--- config.mk ---
export PLATFORM = sky130hd
export DESIGN_NAME = gan_infer_scheduler
export DESIGN_NICKNAME = d
export VERILOG_FILES = /design/src/rtl/gan_sched_pkg.sv /design/src/rtl/gan_noise_fifo.sv /design/src/rtl/gan_infer_scheduler.sv
export SDC_FILE = /design/constraint.sdc
export NUM_CORES = 1
export LEC_CHECK = 0
export CORE_ASPECT_RATIO = 2
export CORE_MARGIN = 2
export CORE_UTILIZATION = 42
export CTS_BUF_LIST = sky130_fd_sc_hd__clkbuf_16
export DETAILED_ROUTE_END_ITERATION = 12
export PLACE_DENSITY = 0.81
export SYNTH_ARGS = -nofsm -noshare
export SYNTH_HDL_FRONTEND = slang
export SYNTH_SLANG_ARGS = --single-unit
export TNS_END_PERCENT = 100
--- constraint.sdc ---
create_clock -name clk -period 2.6 [get_ports clk]
set_input_delay 0.39 -clock clk [delete_from_list [all_inputs] [get_ports clk]]
set_output_delay 0.39 -clock clk [all_outputs]
set_load 0.02 [all_outputs]
--- src/rtl/gan_sched_pkg.sv ---
// Shared definitions for the GAN inference scheduler.
// Contents: scheduler FSM state type, Q1.15 constants, image geometry,
// and a saturating 16-bit increment used by the delivery counters.
package gan_sched_pkg;

    typedef enum logic [1:0] {
        IDLE   = 2'd0,
        LAUNCH = 2'd1,
        WAIT   = 2'd2,
        HOLD   = 2'd3
    } sched_state_t;

    localparam logic signed [15:0] Q15_HALF = 16'sh4000;
    localparam int PIX_W   = 16;
    localparam int NUM_PIX = 9;
    localparam int IMG_W   = PIX_W * NUM_PIX;

    function automatic logic [15:0] sat_inc16(input logic [15:0] value);
        logic [15:0] result;
        if (value == 16'hFFFF) begin
            result = value;
        end else begin
            result = value + 16'd1;
        end
        return result;
    endfunction

endpackage

--- src/rtl/gan_noise_fifo.sv ---
// Synchronous FIFO with a registered occupancy count.
// Ports: clk, rst (sync, active-high); push/push_data write side;
// pop/head read side (head is the oldest entry, valid when !empty);
// full/empty derived from the registered count only.
module gan_noise_fifo #(
    parameter int WIDTH = 36,
    parameter int DEPTH = 4
) (
    input  logic             clk,
    input  logic             rst,
    input  logic             push,
    input  logic [WIDTH-1:0] push_data,
    input  logic             pop,
    output logic [WIDTH-1:0] head,
    output logic             full,
    output logic             empty
);

    localparam int PTR_W = $clog2(DEPTH);
    localparam int CNT_W = PTR_W + 1;

    logic [WIDTH-1:0] mem_r [DEPTH];
    logic [PTR_W-1:0] wr_ptr_r;
    logic [PTR_W-1:0] rd_ptr_r;
    logic [CNT_W-1:0] count_r;
    logic             do_push_s;
    logic             do_pop_s;

    assign full      = (count_r == CNT_W'(DEPTH));
    assign empty     = (count_r == {CNT_W{1'b0}});
    assign do_push_s = push && !full;
    assign do_pop_s  = pop && !empty;
    assign head      = mem_r[rd_ptr_r];

    // Storage array; validity is tracked by the count, so no reset needed
    always_ff @(posedge clk) begin
        if (do_push_s) begin
            mem_r[wr_ptr_r] <= push_data;
        end
    end

    // Pointer and occupancy bookkeeping; pointers wrap since DEPTH is a power of two
    always_ff @(posedge clk) begin
        if (rst) begin
            wr_ptr_r <= {PTR_W{1'b0}};
            rd_ptr_r <= {PTR_W{1'b0}};
            count_r  <= {CNT_W{1'b0}};
        end else begin
            if (do_push_s) begin
                wr_ptr_r <= wr_ptr_r + PTR_W'(1'b1);
            end
            if (do_pop_s) begin
                rd_ptr_r <= rd_ptr_r + PTR_W'(1'b1);
            end
            case ({do_push_s, do_pop_s})
                2'b10:   count_r <= count_r + CNT_W'(1'b1);
                2'b01:   count_r <= count_r - CNT_W'(1'b1);
                default: count_r <= count_r;
            endcase
        end
    end

endmodule

--- src/rtl/gan_infer_scheduler.sv ---
// Request scheduler in front of simple_gan_top: queues noise pairs, runs
// one inference at a time via core_start/core_done, and returns each
// result with a sequence tag, REAL flag and watchdog-timeout flag.
// Ports: clk, rst (sync, active-high); in_valid/in_ready/in_noise_* request
// side; core_start/core_noise_* to the core, core_done/core_image/core_prob
// from it; out_valid/out_ready/out_* result side; busy; sample_count and
// real_count saturating delivery counters.
module gan_infer_scheduler
    import gan_sched_pkg::*;
#(
    parameter int FIFO_DEPTH     = 4,
    parameter int TAG_W          = 4,
    parameter int TIMEOUT_CYCLES = 1024
) (
    input  logic                    clk,
    input  logic                    rst,
    input  logic                    in_valid,
    output logic                    in_ready,
    input  logic signed [15:0]      in_noise_0,
    input  logic signed [15:0]      in_noise_1,
    output logic                    core_start,
    output logic signed [15:0]      core_noise_0,
    output logic signed [15:0]      core_noise_1,
    input  logic                    core_done,
    input  logic [IMG_W-1:0]        core_image,
    input  logic signed [15:0]      core_prob,
    output logic                    out_valid,
    input  logic                    out_ready,
    output logic [IMG_W-1:0]        out_image,
    output logic signed [15:0]      out_prob,
    output logic [TAG_W-1:0]        out_tag,
    output logic                    out_real,
    output logic                    out_timeout,
    output logic                    busy,
    output logic [15:0]             sample_count,
    output logic [15:0]             real_count
);

    localparam int ENTRY_W = 2 * PIX_W + TAG_W;
    localparam int WD_W    = $clog2(TIMEOUT_CYCLES + 1);
    localparam logic [WD_W-1:0] WD_LAST = WD_W'(TIMEOUT_CYCLES - 1);

    sched_state_t        state_r;
    sched_state_t        state_next_s;
    logic                fifo_push_s;
    logic                fifo_pop_s;
    logic                fifo_full_s;
    logic                fifo_empty_s;
    logic [ENTRY_W-1:0]  fifo_head_s;
    logic                capture_s;
    logic                expire_s;
    logic                deliver_s;
    logic [TAG_W-1:0]    tag_cnt_r;
    logic [TAG_W-1:0]    tag_r;
    logic [WD_W-1:0]     wd_r;
    logic                core_start_r;
    logic signed [15:0]  noise0_r;
    logic signed [15:0]  noise1_r;
    logic                out_valid_r;
    logic [IMG_W-1:0]    image_r;
    logic signed [15:0]  prob_r;
    logic                out_real_r;
    logic                out_timeout_r;
    logic [15:0]         sample_cnt_r;
    logic [15:0]         real_cnt_r;

    // in_ready comes from the registered count only: a pop never frees a slot in the same cycle
    assign in_ready    = !fifo_full_s;
    assign fifo_push_s = in_valid && !fifo_full_s;

    gan_noise_fifo #(
        .WIDTH (ENTRY_W),
        .DEPTH (FIFO_DEPTH)
    ) u_fifo (
        .clk       (clk),
        .rst       (rst),
        .push      (fifo_push_s),
        .push_data ({in_noise_0, in_noise_1, tag_cnt_r}),
        .pop       (fifo_pop_s),
        .head      (fifo_head_s),
        .full      (fifo_full_s),
        .empty     (fifo_empty_s)
    );

    assign core_start   = core_start_r;
    assign core_noise_0 = noise0_r;
    assign core_noise_1 = noise1_r;
    assign out_valid    = out_valid_r;
    assign out_image    = image_r;
    assign out_prob     = prob_r;
    assign out_tag      = tag_r;
    assign out_real     = out_real_r;
    assign out_timeout  = out_timeout_r;
    assign busy         = (state_r != IDLE) || !fifo_empty_s;
    assign sample_count = sample_cnt_r;
    assign real_count   = real_cnt_r;

    // FSM state register
    always_ff @(posedge clk) begin
        if (rst) begin
            state_r <= IDLE;
        end else begin
            state_r <= state_next_s;
        end
    end

    // FSM next-state and per-cycle strobes; core_done beats watchdog expiry
    always_comb begin
        state_next_s = state_r;
        fifo_pop_s   = 1'b0;
        capture_s    = 1'b0;
        expire_s     = 1'b0;
        deliver_s    = 1'b0;
        case (state_r)
            IDLE: begin
                if (!fifo_empty_s) begin
                    fifo_pop_s   = 1'b1;
                    state_next_s = LAUNCH;
                end else begin
                    state_next_s = IDLE;
                end
            end
            LAUNCH: begin
                state_next_s = WAIT;
            end
            WAIT: begin
                if (core_done) begin
                    capture_s    = 1'b1;
                    state_next_s = HOLD;
                end else if (wd_r == WD_LAST) begin
                    expire_s     = 1'b1;
                    state_next_s = HOLD;
                end else begin
                    state_next_s = WAIT;
                end
            end
            HOLD: begin
                if (out_ready) begin
                    deliver_s = 1'b1;
                    if (!fifo_empty_s) begin
                        fifo_pop_s   = 1'b1;
                        state_next_s = LAUNCH;
                    end else begin
                        state_next_s = IDLE;
                    end
                end else begin
                    state_next_s = HOLD;
                end
            end
            default: begin
                state_next_s = IDLE;
            end
        endcase
    end

    // Tag counter advances on every accepted request and wraps naturally
    always_ff @(posedge clk) begin
        if (rst) begin
            tag_cnt_r <= {TAG_W{1'b0}};
        end else if (fifo_push_s) begin
            tag_cnt_r <= tag_cnt_r + TAG_W'(1'b1);
        end
    end

    // Popped head entry drives the core and is held until the next pop
    always_ff @(posedge clk) begin
        if (rst) begin
            noise0_r <= 16'sd0;
            noise1_r <= 16'sd0;
            tag_r    <= {TAG_W{1'b0}};
        end else if (fifo_pop_s) begin
            noise0_r <= fifo_head_s[ENTRY_W-1 -: PIX_W];
            noise1_r <= fifo_head_s[TAG_W +: PIX_W];
            tag_r    <= fifo_head_s[TAG_W-1:0];
        end
    end

    // Start pulse mirrors the LAUNCH state; watchdog clears in LAUNCH, counts in WAIT
    always_ff @(posedge clk) begin
        if (rst) begin
            core_start_r <= 1'b0;
            wd_r         <= {WD_W{1'b0}};
        end else begin
            core_start_r <= (state_next_s == LAUNCH);
            if (state_r == LAUNCH) begin
                wd_r <= {WD_W{1'b0}};
            end else if (state_r == WAIT) begin
                wd_r <= wd_r + WD_W'(1'b1);
            end
        end
    end

    // Result capture; registers stay frozen for the whole HOLD
    always_ff @(posedge clk) begin
        if (rst) begin
            out_valid_r   <= 1'b0;
            image_r       <= {IMG_W{1'b0}};
            prob_r        <= 16'sd0;
            out_real_r    <= 1'b0;
            out_timeout_r <= 1'b0;
        end else begin
            out_valid_r <= (state_next_s == HOLD);
            if (capture_s) begin
                image_r       <= core_image;
                prob_r        <= core_prob;
                out_real_r    <= (core_prob > Q15_HALF);
                out_timeout_r <= 1'b0;
            end else if (expire_s) begin
                image_r       <= {IMG_W{1'b0}};
                prob_r        <= 16'sd0;
                out_real_r    <= 1'b0;
                out_timeout_r <= 1'b1;
            end
        end
    end

    // Delivery counters, updated on the output handshake
    always_ff @(posedge clk) begin
        if (rst) begin
            sample_cnt_r <= 16'd0;
            real_cnt_r   <= 16'd0;
        end else if (deliver_s) begin
            sample_cnt_r <= sat_inc16(sample_cnt_r);
            if (out_real_r && !out_timeout_r) begin
                real_cnt_r <= sat_inc16(real_cnt_r);
            end
        end
    end

endmodule

# Yosys cells after proc, flatten, opt, wreduce, memory -nomap -nowiden
# Memory sizes are Yosys's and may differ from the RTL's. A register that Yosys moved wholly into a read port is not among the register bits.
# Index checks and enable logic that the tools add are counted.
[totals]
input_bits = 197
word_cells = 78
ram_bits = 144
mem_count = 1
reg_bits = 220
[memory_table]
columns = ["memory", "depth", "word_bits", "rd", "rd_clocked_by_memory_dff", "wr", "line_no", "text"]
rows = [
  ["u_fifo.mem_r", 4, 36, 1, 1, 1, "gan_noise_fifo.sv:22", "logic [WIDTH-1:0] mem_r [DEPTH];"],
]
[op_classes]
n_eq_ne = 11
n_lt_le_gt_ge = 1
bitwise_logic = 2
n_reduce_logical = 17
mux = 24
n_addsub = 8
[ops]
columns = ["cell", "count"]
rows = [
  ["$mux W144", 2],
  ["$add A16 B1 Y16 const B", 2],
  ["$eq A16 B16 Y1 const B", 2],
  ["$mux W16", 2],
  ["$gt A16 B16 Y1 const B", 1],
  ["$mux W1", 16],
  ["$add A11 B1 Y11 const B", 1],
  ["$eq A11 B10 Y1 const B", 1],
  ["$eq A2 B2 Y1 const B", 4],
  ["$pmux W2 S4", 1],
  ["$eq A2 B1 Y1 const B", 3],
  ["$pmux W3 S2", 1],
  ["$reduce_bool A2 Y1", 3],
  ["$add A2 B1 Y2 const B", 2],
  ["$add A4 B1 Y4 const B", 1],
  ["$logic_and A1 B1 Y1", 4],
  ["$reduce_or A2 Y1", 2],
  ["$add A3 B1 Y3 const B", 1],
  ["$eq A3 B3 Y1 const B", 1],
  ["$logic_not A1 Y1", 3],
  ["$logic_not A3 Y1", 1],
  ["$reduce_and A3 Y1", 1],
  ["$sub A3 B1 Y3 const B", 1],
  ["$logic_not A2 Y1", 1],
  ["5 further kinds", 6],
]

# Logic depth before layout (Yosys ltp)
[logic_depth]
ltp_word = 7
ltp_mapped = 13
mapped_depth_nobuf = 11

# Hierarchy
# Synthesis repeated with hierarchy kept, for this count alone.
[hier_totals]
hier_cells = 1070
area_unflattened_um2 = 14467.6
[by_module_without_submodules]
columns = ["module", "cells_each", "instances", "area_per_inst_um2"]
rows = [
  ["gan_infer_scheduler", 828, 1, 8733.4],
  ["gan_noise_fifo", 242, 1, 5734.2],
]

# Least setup slack after synthesis
# No wires, ideal clock.
[synth_path]
path_type = "reg2reg"
startpoint = "register state_r[0]"
endpoint = "register u_fifo.count_r[2]"
path_stages_with_launch = 13
t_required_ns = 2.530
arrival_ns = 2.749
setup_slack_ns = -0.219
setup_ns = 0.070
n_path_buf = 2
cell_sequence = "dfxtp_1 -> inv_1 -> ha_1 -> or3_1 -> buf_2 -> inv_2 -> clkbuf_1 -> ha_1 -> inv_1 -> fa_1 -> xor2_1 -> or3_1 -> a21oi_1"
[synth_via]
elab_chain_cells = 5
word_cells_on_any_way = 8
classes_between = "eq/ne: 3; mux: 2; reduce/logical: 3"
[synth_rtl]
columns = ["item", "line_no", "text"]
rows = [
  ["start: declaration", "gan_infer_scheduler.sv:43", "sched_state_t state_r;"],
  ["start signal: assignment", "gan_infer_scheduler.sv:103", "state_r <= state_next_s;"],
  ["$eq A2 B2 Y1 or $logic_not A2 Y1 (tied branches)", "gan_infer_scheduler.sv:114", "case (state_r)"],
  ["$pmux W1 S2 *", "gan_infer_scheduler.sv:114", ""],
  ["$logic_and A1 B1 Y1 *", "gan_noise_fifo.sv:32", "assign do_pop_s = pop && !empty;"],
  ["via u_fifo.do_pop_s", "gan_noise_fifo.sv:27", "logic do_pop_s;"],
  ["$eq A2 B1 Y1 or $eq A2 B2 Y1 (tied branches)", "gan_noise_fifo.sv:55", "case ({do_push_s, do_pop_s})"],
  ["$pmux W3 S2 or $reduce_bool A2 Y1 (tied branches)", "--", ""],
  ["end signal: assignment", "gan_noise_fifo.sv:56", "2'b10: count_r <= count_r + CNT_W'(1'b1);"],
  ["end signal: assignment", "gan_noise_fifo.sv:57", "2'b01: count_r <= count_r - CNT_W'(1'b1);"],
  ["end signal: assignment", "gan_noise_fifo.sv:58", "default: count_r <= count_r;"],
  ["end: declaration", "gan_noise_fifo.sv:25", "logic [CNT_W-1:0] count_r;"],
]
# Mark *: on every way through the listed nets, which the timed path passes. The rest lies on a longest branch.
# A chain may end at the register's enable or synchronous reset.

# Worst setup path after layout
[layout_path]
startpoint = "register state_r[0]"
endpoint = "register image_r[100] (netlist: out_image[100])"
[layout_via]
elab_chain_cells = 3
word_cells_on_any_way = 5
classes_between = "eq/ne: 1; mux: 3; reduce/logical: 1"
[layout_rtl]
columns = ["item", "line_no", "text"]
rows = [
  ["$eq A2 B2 Y1 *", "gan_infer_scheduler.sv:114", ""],
  ["$mux W1", "gan_infer_scheduler.sv:114", ""],
  ["$mux W144 or $reduce_bool A2 Y1 (tied branches)", "--", ""],
  ["end signal: assignment", "gan_infer_scheduler.sv:197", "image_r <= {IMG_W{1'b0}};"],
  ["end signal: assignment", "gan_infer_scheduler.sv:204", "image_r <= core_image;"],
  ["end signal: assignment", "gan_infer_scheduler.sv:209", "image_r <= {IMG_W{1'b0}};"],
  ["end: declaration", "gan_infer_scheduler.sv:60", "logic [IMG_W-1:0] image_r;"],
]
# Mark *: on every way between the ends. The rest lies on a longest branch, timed or not.

==> reports/metrics.yaml <==
outcome: "completed"
p_per_area_mw_per_mm2: 860
grt_pass1_vias: 10800
leakage_nw: 7.18
top_layer_used: "met5"
via_per_inst: 5.43
clock_sinks: 400
io_pins: 431
drive_above_1_share_pct: 9.42
finalNetCount: 1693
wl_met2_um: 21300
setup_viol: 0
arrival_ns: 2.95
synth_nets: 1266
antenna_found_initial: 12
dp_hpwl_um: 30700
grt_max_degree: 162
wl_met1_um: 15600
fin_crit_sh_pct: 97.3
post-route-util_pct: 60.4
hold_slack_ns: 0.274
pre_cts_ws_ns: -0.151
max-vdd-ir-drop_mv: 0.637
postRouteAntennaNets: 0
clockBufferDepth: 3
yosys_register_bits: 400
grt_pass1_wl_um: 63400
cts_tree: "built"
cap_viol_max_count: 0
h-tree-depth: 2
finalClockSkew_ns: 0.0191
seq_area_frac_synth_pct: 66.1
fmax_ghz: 0.395
firstDrtPassIters: 5
yosysUniqueCellTypes: 53
setup-tns-final_ns: 0
synthToLayoutAreaGrowth_pct: 42.1
place_congestion: 0.886
clock_latency_ns: 0.53
ys.flop_type: "dfxtp_1"
maxSlewViolCount: 0
yosys_warnings: 0
slew_headroom_pct: 41.3
core-area_sq_mm: 0.0336
hold_viol_final: 0
syn_avg_cell_area_sq_um: 13.6
drc: 0
wl_per_cell_um: 21.8
wirelength_um: 42400
std_cell_rows: 95
layout_min_cycle_time_ns: 2.53
die_width_um: 134
critPathRequiredTime_ns: 3.02
initial_core_util_pct: 42.5
async_reset_ff_share_pct: 0
numCtsBuffers: 36
worst_slack_ns: 0.0705
grt_overflow: 0
io_buffer_count: 430
synth_cells: 1054
die_y_um: 265
worst_setup_path_end_kind: "register"
tightest_slew_ns: 0.873
grt.total_usage_pct: 23.2
drtIter0Drc: 609
hold_path_class: "input pin to register"
startpoint_type: "register"
synthesis.area_sq_mm: 0.0143
wl_met3_um: 3560
crit_fanout: 161
design.die.area_sq_mm: 0.0356
synth_edf_count: 144
via_count: 10600
path_clk_slew_ns: 0.07
cts_root_buf: "clkbuf_16"
crit_type: "register to register"
[cells in the final DEF, fill, tap and decap left out, types with 5 or more instances in the layout]
cell,count
o21ai_0,14
a21oi_1,61
mux4_2,36
a22o_1,161
xor2_1,11
and3_1,6
clkinv_1,8
nand2_1,91
nand3_1,14
nor4_1,10
xnor2_1,5
bufinv_16,5
ha_1,13
buf_12,8
diode_2,6
nor2b_1,7
buf_4,20
or4_1,5
dfxtp_1,252
clkdlybuf4s50_1,429
or3_1,12
nor2_1,35
o31ai_1,6
edfxtp_1,144
or2_2,5
clkbuf_16,37
nand4_1,16
inv_1,21
mux2_2,5
[report_power, final]
part	internal [mW]	switching, mW	total (mW)
clock	3.09	2.35	5.44
combinational	2.01	2.33	4.34
sequential	7.26	0.424	7.69
[timing repair]
action	in CTS	in global routing
hold buffers	0	0
endpoints found under the setup margin	0	1
setup buffers	0	0
resized for setup	0	1
[area by class of cell]
cell class,count,area (sq um)
well taps,436,546
repair buffers,457,4600
clock buffers,37,926
flip-flops and latches,400,9450
clock inverters,27,256
multi-input cells,569,4460
diodes,6,15.0
inverters,17,63.8
fillers,2579,13300
[worst max-delay path: stages, from the launching register on]
cell     delay [ns]
dfxtp_2        0.34
inv_1          0.10
ha_1           0.40
nand4_4        0.21
nor4_4         0.44
nor3_4         0.07
buf_12         0.22
a22o_1         0.40
[sequential cells by signal, summed over array words and instances, names as in the netlist]
signal and flops:
state_r 2, out_timeout 1, wd_r 11, out_valid 1, out_image 144, out_tag 4
real_count 16, sample_count 16, core_start 1, out_prob 16, u_fifo.mem_r 144, u_fifo.count_r 3
out_real 1, u_fifo.rd_ptr_r 2, u_fifo.wr_ptr_r 2, tag_cnt_r 4, core_noise_0 16, core_noise_1 16
[kinds of logic (layout without fill, tap and decap cells)]
kind of cell	after synthesis	count (layout)	share of synthesized area, %
DFF	400	400	66.1
AOI/OAI and AO/OA	267	267	14.3
muxes	43	43	6.20
xor gates and xnor gates	16	16	0.980
and+or+nand+nor	228	228	8.15
adders and majority gates	15	15	1.36
other	0	6	0
buffers and inverters	85	538	2.97
[metal layers]
| metal | global-route usage [%] | vias up |
|---|---|---|
| li1 | - | 4861 |
| met4 | 10.5 | 14 |
| met5 | 0 | - |
| met1 | 26.4 | 5157 |
| met3 | 7.19 | 108 |
| met2 | 39.7 | 450 |
[synth_stat cells (all sizes together), types with 6 or more instances]
| cell | instances | area share, % |
|---|---|---|
| a21oi | 61 | 2.1 |
| a22o | 161 | 9.9 |
| and3 | 10 | 0.44 |
| buf | 32 | 1.6 |
| clkbuf | 36 | 0.94 |
| dfxtp | 256 | 36 |
| edfxtp | 144 | 30 |
| ha | 14 | 1.2 |
| inv | 17 | 0.45 |
| mux4 | 36 | 5.7 |
| nand2 | 91 | 2.4 |
| nand3 | 14 | 0.49 |
| nand4 | 17 | 0.85 |
| nor2 | 36 | 0.94 |
| nor2b | 7 | 0.31 |
| nor4 | 12 | 0.73 |
| o21ai | 15 | 0.52 |
| o31ai | 6 | 0.31 |
| or3 | 13 | 0.57 |
| xor2 | 11 | 0.67 |
[through the flow]
step           power (mW)  area (sq um)  cells
3_5_place_dp         12.2         19100   1879
3_3_place_gp         12.0         19100   1879
4_1_cts              17.6         20300   1943
2_1_floorplan        10.2         14300   1054
6_report             17.5         20300   1949
5_1_grt              18.1         20300   1947
[path summary, 6_finish.rpt]
kind / from / endpoint / slack [ns] / depth (start not counted)
worst max register to register: state_r[0] / out_image[100] / 0.07 / 7
worst min-delay path: rst / sample_count[10] / 0.27 / 2
worst min register to register: core_noise_0[12] / core_noise_0[12] / 0.45 / 2
worst max-delay path: state_r[0] / out_image[100] / 0.07 / 7
No activity file was read; power rests on OpenSTA's default activity.
